==> src/rtl/sdu_pkg.sv <==
// Shared serial-debug-unit definitions: receiver state encoding, frame defaults
// and the baud divider constant used by the 16x clock generator.
package sdu_pkg;

  localparam int unsigned OVERSAMPLE_DEF = 16;
  localparam int unsigned DATA_BITS_DEF  = 8;
  // 50 MHz system clock / (16 * 9600 baud), rounded to nearest.
  localparam int unsigned BAUD_DIV       = 326;

  typedef enum logic [2:0] {
    IDLE  = 3'd0,
    START = 3'd1,
    DATA  = 3'd2,
    STOP  = 3'd3,
    BREAK = 3'd4
  } rx_state_t;

  function automatic logic maj3(input logic a, input logic b, input logic c);
    return (a & b) | (a & c) | (b & c);
  endfunction

endpackage

==> src/rtl/uart_rx_fifo_if.sv <==
// Byte handshake between the UART receiver (master) and the command processor
// (slave).
interface uart_rx_fifo_if #(
  parameter int unsigned DATA_BITS = 8
);
  logic [DATA_BITS-1:0] d_rx;
  logic                 vld_rx;
  logic                 rdy_rx;

  modport master (output d_rx, output vld_rx, input rdy_rx);
  modport slave  (input d_rx, input vld_rx, output rdy_rx);
endinterface

==> src/rtl/sdu_byte_fifo.sv <==
// Synchronous FIFO with a registered head word; pointers carry an extra wrap bit
// so full and empty are distinguishable. Push while full is accepted only with a pop.
module sdu_byte_fifo #(
  parameter int unsigned Width = 8,
  parameter int unsigned Depth = 4
) (
  input  logic                     clk_i,
  input  logic                     rst_ni,
  input  logic                     push_i,
  input  logic [Width-1:0]         data_i,
  input  logic                     pop_i,
  output logic [Width-1:0]         data_o,
  output logic                     valid_o,
  output logic                     full_o,
  output logic [$clog2(Depth):0]   level_o
);
  localparam int unsigned AW = $clog2(Depth);

  logic [AW:0]      wr_q, wr_d, rd_q, rd_d;
  logic [Width-1:0] mem_q [Depth];
  logic [Width-1:0] mem_d [Depth];
  logic [Width-1:0] head_q, head_d;
  logic             empty, do_push, do_pop;

  assign empty   = (wr_q == rd_q);
  assign full_o  = (wr_q == (rd_q ^ {1'b1, {AW{1'b0}}}));
  assign do_pop  = pop_i & ~empty;
  assign do_push = push_i & (~full_o | do_pop);

  always_comb begin
    mem_d = mem_q;
    wr_d  = wr_q;
    rd_d  = rd_q;
    if (do_push) begin
      mem_d[wr_q[AW-1:0]] = data_i;
      wr_d                = wr_q + 1'b1;
    end
    if (do_pop) begin
      rd_d = rd_q + 1'b1;
    end
    // Head register tracks the post-update read slot, including a same-cycle push.
    head_d = mem_d[rd_d[AW-1:0]];
  end

  always_ff @(posedge clk_i or negedge rst_ni) begin
    if (!rst_ni) begin
      wr_q   <= '0;
      rd_q   <= '0;
      head_q <= '0;
      for (int i = 0; i < Depth; i++) begin
        mem_q[i] <= '0;
      end
    end else begin
      wr_q   <= wr_d;
      rd_q   <= rd_d;
      head_q <= head_d;
      mem_q  <= mem_d;
    end
  end

  assign data_o  = head_q;
  assign valid_o = ~empty;
  assign level_o = wr_q - rd_q;

endmodule

==> src/rtl/uart_rx_fifo.sv <==
// UART receiver with start validation, mid-bit sampling and a byte FIFO.
// Define RX_MAJORITY_EN to sample with a 3-tick majority vote instead of raw rxs.
module uart_rx_fifo
  import sdu_pkg::*;
#(
  parameter int unsigned OVERSAMPLE = OVERSAMPLE_DEF,
  parameter int unsigned DATA_BITS  = DATA_BITS_DEF,
  parameter int unsigned FIFO_DEPTH = 4
) (
  input  logic                          clk,
  input  logic                          rstn,
  input  logic                          rxd,
  uart_rx_fifo_if.master                rx_if,
  output logic                          ferr,
  output logic                          ovr,
  input  logic                          clr_err,
  output logic [$clog2(FIFO_DEPTH):0]   level
);
  localparam int unsigned TickW = $clog2(OVERSAMPLE);
  localparam int unsigned BitW  = $clog2(DATA_BITS);
  localparam logic [TickW-1:0] HalfTick = TickW'(OVERSAMPLE / 2 - 1);
  localparam logic [TickW-1:0] LastTick = TickW'(OVERSAMPLE - 1);
  localparam logic [BitW-1:0]  LastBit  = BitW'(DATA_BITS - 1);

  logic [1:0]           sync_q, sync_d;
  logic                 rxs, sample;
  rx_state_t            state_q, state_d;
  logic [TickW-1:0]     tick_q, tick_d;
  logic [BitW-1:0]      bit_q, bit_d;
  logic [DATA_BITS-1:0] shift_q, shift_d;
  logic                 ferr_q, ferr_d, ovr_q, ovr_d;
  logic                 push, pop, fifo_full;

  assign sync_d = {sync_q[0], rxd};
  assign rxs    = sync_q[1];

`ifdef RX_MAJORITY_EN
  logic [1:0] hist_q, hist_d;
  assign hist_d = {hist_q[0], rxs};
  assign sample = maj3(rxs, hist_q[0], hist_q[1]);

  always_ff @(posedge clk or negedge rstn) begin
    if (!rstn) hist_q <= 2'b11;
    else       hist_q <= hist_d;
  end
`else
  assign sample = rxs;
`endif

  always_comb begin
    state_d = state_q;
    tick_d  = tick_q;
    bit_d   = bit_q;
    shift_d = shift_q;
    push    = 1'b0;
    ferr_d  = 1'b0;
    unique case (state_q)
      IDLE: begin
        if (!rxs) begin
          state_d = START;
          tick_d  = '0;
        end
      end
      START: begin
        if (tick_q == HalfTick) begin
          tick_d  = '0;
          bit_d   = '0;
          state_d = sample ? IDLE : DATA;
        end else begin
          tick_d = tick_q + 1'b1;
        end
      end
      DATA: begin
        if (tick_q == LastTick) begin
          tick_d  = '0;
          shift_d = {sample, shift_q[DATA_BITS-1:1]};
          if (bit_q == LastBit) state_d = STOP;
          else                  bit_d   = bit_q + 1'b1;
        end else begin
          tick_d = tick_q + 1'b1;
        end
      end
      STOP: begin
        if (tick_q == LastTick) begin
          tick_d = '0;
          // Leave on the mid-stop sample so the next start edge is not missed.
          if (sample) begin
            push    = 1'b1;
            state_d = IDLE;
          end else begin
            ferr_d  = 1'b1;
            state_d = BREAK;
          end
        end else begin
          tick_d = tick_q + 1'b1;
        end
      end
      BREAK: begin
        if (rxs) state_d = IDLE;
      end
      default: state_d = IDLE;
    endcase
  end

  assign pop   = rx_if.vld_rx & rx_if.rdy_rx;
  // A new overrun outranks a same-cycle clear.
  assign ovr_d = (push & fifo_full & ~pop) | (ovr_q & ~clr_err);

  always_ff @(posedge clk or negedge rstn) begin
    if (!rstn) begin
      sync_q  <= 2'b11;
      state_q <= IDLE;
      tick_q  <= '0;
      bit_q   <= '0;
      shift_q <= '0;
      ferr_q  <= 1'b0;
      ovr_q   <= 1'b0;
    end else begin
      sync_q  <= sync_d;
      state_q <= state_d;
      tick_q  <= tick_d;
      bit_q   <= bit_d;
      shift_q <= shift_d;
      ferr_q  <= ferr_d;
      ovr_q   <= ovr_d;
    end
  end

  sdu_byte_fifo #(
    .Width (DATA_BITS),
    .Depth (FIFO_DEPTH)
  ) u_fifo (
    .clk_i   (clk),
    .rst_ni  (rstn),
    .push_i  (push),
    .data_i  (shift_q),
    .pop_i   (pop),
    .data_o  (rx_if.d_rx),
    .valid_o (rx_if.vld_rx),
    .full_o  (fifo_full),
    .level_o (level)
  );

  assign ferr = ferr_q;
  assign ovr  = ovr_q;

endmodule

==> src/flat_wrapper.sv <==
// flat-port wrapper written by rule: the top's interface ports become plain ports
module uart_rx_fifo_flat import sdu_pkg::*;
#(
  parameter int unsigned OVERSAMPLE = OVERSAMPLE_DEF,
  parameter int unsigned DATA_BITS  = DATA_BITS_DEF,
  parameter int unsigned FIFO_DEPTH = 4
)
  (clk, rstn, rxd, ferr, ovr, clr_err, level, rx_if_d_rx, rx_if_vld_rx, rx_if_rdy_rx);
  uart_rx_fifo_if #(.DATA_BITS(DATA_BITS)) rx_if_i ();
  input  logic clk;
  input  logic rstn;
  input  logic rxd;
  output logic ferr;
  output logic ovr;
  input  logic clr_err;
  output logic [$clog2(FIFO_DEPTH):0] level;
  output wire logic [$bits(rx_if_i.d_rx)-1:0] rx_if_d_rx;
  output wire logic [$bits(rx_if_i.vld_rx)-1:0] rx_if_vld_rx;
  input wire logic [$bits(rx_if_i.rdy_rx)-1:0] rx_if_rdy_rx;
  assign rx_if_d_rx = rx_if_i.d_rx;
  assign rx_if_vld_rx = rx_if_i.vld_rx;
  assign rx_if_i.rdy_rx = rx_if_rdy_rx;
  uart_rx_fifo #(.OVERSAMPLE(OVERSAMPLE), .DATA_BITS(DATA_BITS), .FIFO_DEPTH(FIFO_DEPTH)) u_core (.clk(clk), .rstn(rstn), .rxd(rxd), .rx_if(rx_if_i), .ferr(ferr), .ovr(ovr), .clr_err(clr_err), .level(level));
endmodule
==> config.mk <==
export PLATFORM = sky130hd
export DESIGN_NAME = uart_rx_fifo_flat
export DESIGN_NICKNAME = d
export VERILOG_FILES = /design/src/rtl/sdu_pkg.sv /design/src/rtl/uart_rx_fifo_if.sv /design/src/rtl/sdu_byte_fifo.sv /design/src/rtl/uart_rx_fifo.sv /design/src/flat_wrapper.sv
export SDC_FILE = /design/constraint.sdc
export NUM_CORES = 1
export LEC_CHECK = 0
export ABC_CLOCK_PERIOD_IN_PS = 4400
export CORE_ASPECT_RATIO = 1.2
export CORE_MARGIN = 2
export CORE_UTILIZATION = 63
export DETAILED_ROUTE_END_ITERATION = 8
export PLACE_DENSITY = 0.84
export SLEW_MARGIN = 20
export SYNTH_ARGS = -nofsm -noshare
export SYNTH_HDL_FRONTEND = slang
export SYNTH_HIERARCHICAL = 1
export SYNTH_SLANG_ARGS = --single-unit
==> constraint.sdc <==
create_clock -name clk -period 4.4 [get_ports clk]
set_input_delay 0.44 -clock clk [delete_from_list [all_inputs] [get_ports clk]]
set_output_delay 0.44 -clock clk [all_outputs]
set_load 0.05 [all_outputs]
==> summary.txt <==
Outcome
  – Outcome: completed

Job
  – Max Cap Violations: 0

Logic synthesis
  – Post-synth EDFFs: 0
  – FF+latch count, synth: 68
  – Post-synth top flop: dfrtp_1
  – Yosys warnings: 6
  – Syn Std Cell Area: 3260 um^2
  – Syn Inst Count: 232
  – Syn_area_per_cell: 14.0 um^2
  – Syn nets: 248
  – Sequential-to-total area share from yosys stat: 52.3%
  – Yosys cell types: 52
  – Post-synth ARST share: 100%

Routing
  – Total Wirelength: 5.33 mm
  – Initial DRT Pass Iterations: 4
  – Number of vias per cell: 5.75
  – Avg WL per Cell: 16.6 um
  – Iteration-0 DRC count of the detailed router: 69
  – DRC errors left: 0
  – Final antenna-violating net count: 0
  – Via count: 1845

Pwr
  – Leak: 1.84 nW
  – Cell Pwr Density: 379 nW/um^2
  – Worst VDD drop: 271 uV

Place
  – Final HPWL DP: 3.64 mm
  – PortBufs: 18
  – Placed insts: 305
  – Pre-CTS setup slack: 1.36 ns
  – GP Congestion: 0.738

Setup path
  – Crit path kind: flop to flop
  – Setup slack, reg-to-reg: 1.37 ns
  – RR Startpoint: u_core/u_fifo/rd_q[2]
  – Critical Path RT: 4.60 ns
  – Critical path peak fanout: 8
  – Reg2reg path depth: 7
  – CP Launch Type: flop
  – Crit path arrival time: 3.23 ns
  – RR Endpoint: u_core/u_fifo/data_o[5]
  – Critical path endpoint: u_core/u_fifo/data_o[5]
  – Worst setup EP type: flop
  – Crit path from: u_core/u_fifo/rd_q[2]

STA
  – Final setup TNS: 0 ns
  – Slew Viols, Final: 0
  – RSZ-0062 raised after global routing: false
  – Min Tclk post-route: 3.03 ns
  – Hold Slack: 0.160 ns
  – Fin. Hold Viols: 0
  – Period utilisation layout: 69.0%
  – Worst-margin pin slew: 0.734 ns
  – Peak Freq: 330 MHz
  – Slew headroom: 50.9%
  – Setup-failing EPs final: 0
  – Final setup margin: 1.37 ns
  – Clk_skew: 0.00721 ns

Clock network
  – CTS tree: built
  – CTS Hold Buffers Added: 0
  – Maximum clock path buffer count: 2
  – Total clock sinks: 68
  – Worst skew pair latency: 0.33 ns
  – CTS Buf Count: 9
  – H-tree depth: 3
  – Setup Buffers After CTS: 0
  – Clk pin slew, worst setup/hold paths: 0.06 ns
  – CTS resizes: 0
  – Clock Root Buffer: clkbuf_8

Die
  – Core area: 4970 um^2
  – Initial Util: 65.5%
  – FP Rows: 28
  – Io pins: 19
  – Die Area: 5770 um^2
  – Die Ht: 82.8 um
  – Die Span X: 69.7 um

Cells and area
  – Layout Utilization: 73.5%
  – Fin nets: 272
  – Diodes inserted: 0
  – Synth-to-layout area growth: 12.2%
  – Share of cells above drive strength 1: 26.4%
  – Finished Layout Cells: 321

GRT
  – GRT Util Overall: 21.0%
  – Largest net degree at the start of global routing: 37
  – Initial antenna violation count: 0
  – GRT overflow: 0
  – Vias in the first global route: 1901
  – First-pass GRT wire length: 9.11 mm

Hold path
  – Hold Crit Class: input pin to async pin
## power by group
part / switching, mW / internal [mW]
combinational: 0.114 / 0.106
clock: 0.211 / 0.234
sequential: 0.0608 / 0.660
## registers in the layout, indices dropped and copies added, names as in the netlist
| signal | count |
|---|---|
| u_core/bit_q | 3 |
| u_core/ferr | 1 |
| u_core/ovr | 1 |
| u_core/shift_q | 8 |
| u_core/state_q | 3 |
| u_core/sync_q | 2 |
| u_core/tick_q | 4 |
| u_core/u_fifo/data_o | 8 |
| u_core/u_fifo/mem_q | 32 |
| u_core/u_fifo/rd_q | 3 |
| u_core/u_fifo/wr_q | 3 |
## Yosys cell counts, types with 2 or more instances
cell / count / area [um^2]
a21oi_1: 4 / 20.0
and2_1: 2 / 12.5
mux2_1: 11 / 124
xor2_1: 3 / 26.3
nor2_1: 4 / 15.0
nand3_1: 4 / 20.0
o311ai_4: 4 / 105
dfstp_2: 2 / 52.6
nand2b_1: 2 / 12.5
inv_1: 13 / 48.8
nand2_1: 4 / 15.0
buf_4: 3 / 22.5
xnor2_1: 4 / 35.0
mux2i_1: 26 / 260
a22oi_1: 4 / 30.0
mux2_2: 31 / 349
buf_2: 2 / 10.0
ha_1: 10 / 125
dfrtp_1: 66 / 1650
## placed cells by master (no fill, tap or decap), types with 2 or more instances in the layout
cell / count
dfrtp_1: 66
mux2_2: 31
mux2i_1: 26
clkdlybuf4s50_1: 17
inv_1: 13
clkbuf_8: 11
mux2_1: 11
ha_1: 10
nor2_1: 4
a21oi_1: 4
nand2_1: 4
nand3_1: 4
a22oi_1: 4
o311ai_4: 4
xnor2_1: 4
clkbuf_1: 3
xor2_1: 3
clkinv_2: 2
and2_1: 2
nand2b_1: 2
buf_4: 2
dfstp_2: 2
## logic make-up after synthesis
family | count (synthesis) | share of synthesized area, %
xor+xnor | 9 | 2.88
fa+ha+maj | 11 | 4.45
flops | 68 | 52.3
compound gates | 27 | 8.87
mux | 68 | 22.5
buf+inv | 21 | 2.84
simple gates | 28 | 6.18
## stage by stage
step                power (mW)  area [um^2]
floorplan                0.908         3260
global placement         0.947         3480
detailed placement       0.954         3480
CTS                       1.41         3660
global route              1.47         3660
finish                    1.39         3660
## worst min-delay path by stage
stage                startpoint                       to  slack (ns)  cells after the start
6_report                   rstn  u_core/u_fifo/data_o[4]        0.16                      1
5_1_grt                    rstn  u_core/u_fifo/data_o[2]        0.22                      1
4_1_cts                    rstn  u_core/u_fifo/data_o[2]        0.16                      1
3_5_place_dp   u_core/sync_q[0]         u_core/sync_q[1]        0.35                      0
3_3_place_gp   u_core/sync_q[0]         u_core/sync_q[1]        0.35                      0
2_1_floorplan              rstn          u_core/bit_q[0]        0.14                      0
## layer usage
layer,track usage (%),share of wire [%]
met5,0,0
met4,9.42,0.88
met3,5.19,2.6
met2,36.8,52
met1,24.9,44
## critical path, cell delays in order, from the launching register on
cell	delay (ns)
dfrtp_1	0.44
xnor2_2	0.56
nand3_1	0.21
and2_1	0.38
o311ai_4	0.67
mux2_2	0.42
mux2i_1	0.14
mux2i_1	0.09
## final cells by class
class | instances | area [um^2]
Sequential cell | 68 | 1700
Clock buffer | 14 | 163
Timing Repair Buffer | 20 | 190
Fill cell | 343 | 1320
Multi-Input combinational cell | 143 | 1460
Inverter | 14 | 52.6
Tap cell | 60 | 75.1
Clock inverter | 2 | 10.0
Power figures use the tool's default switching activity.
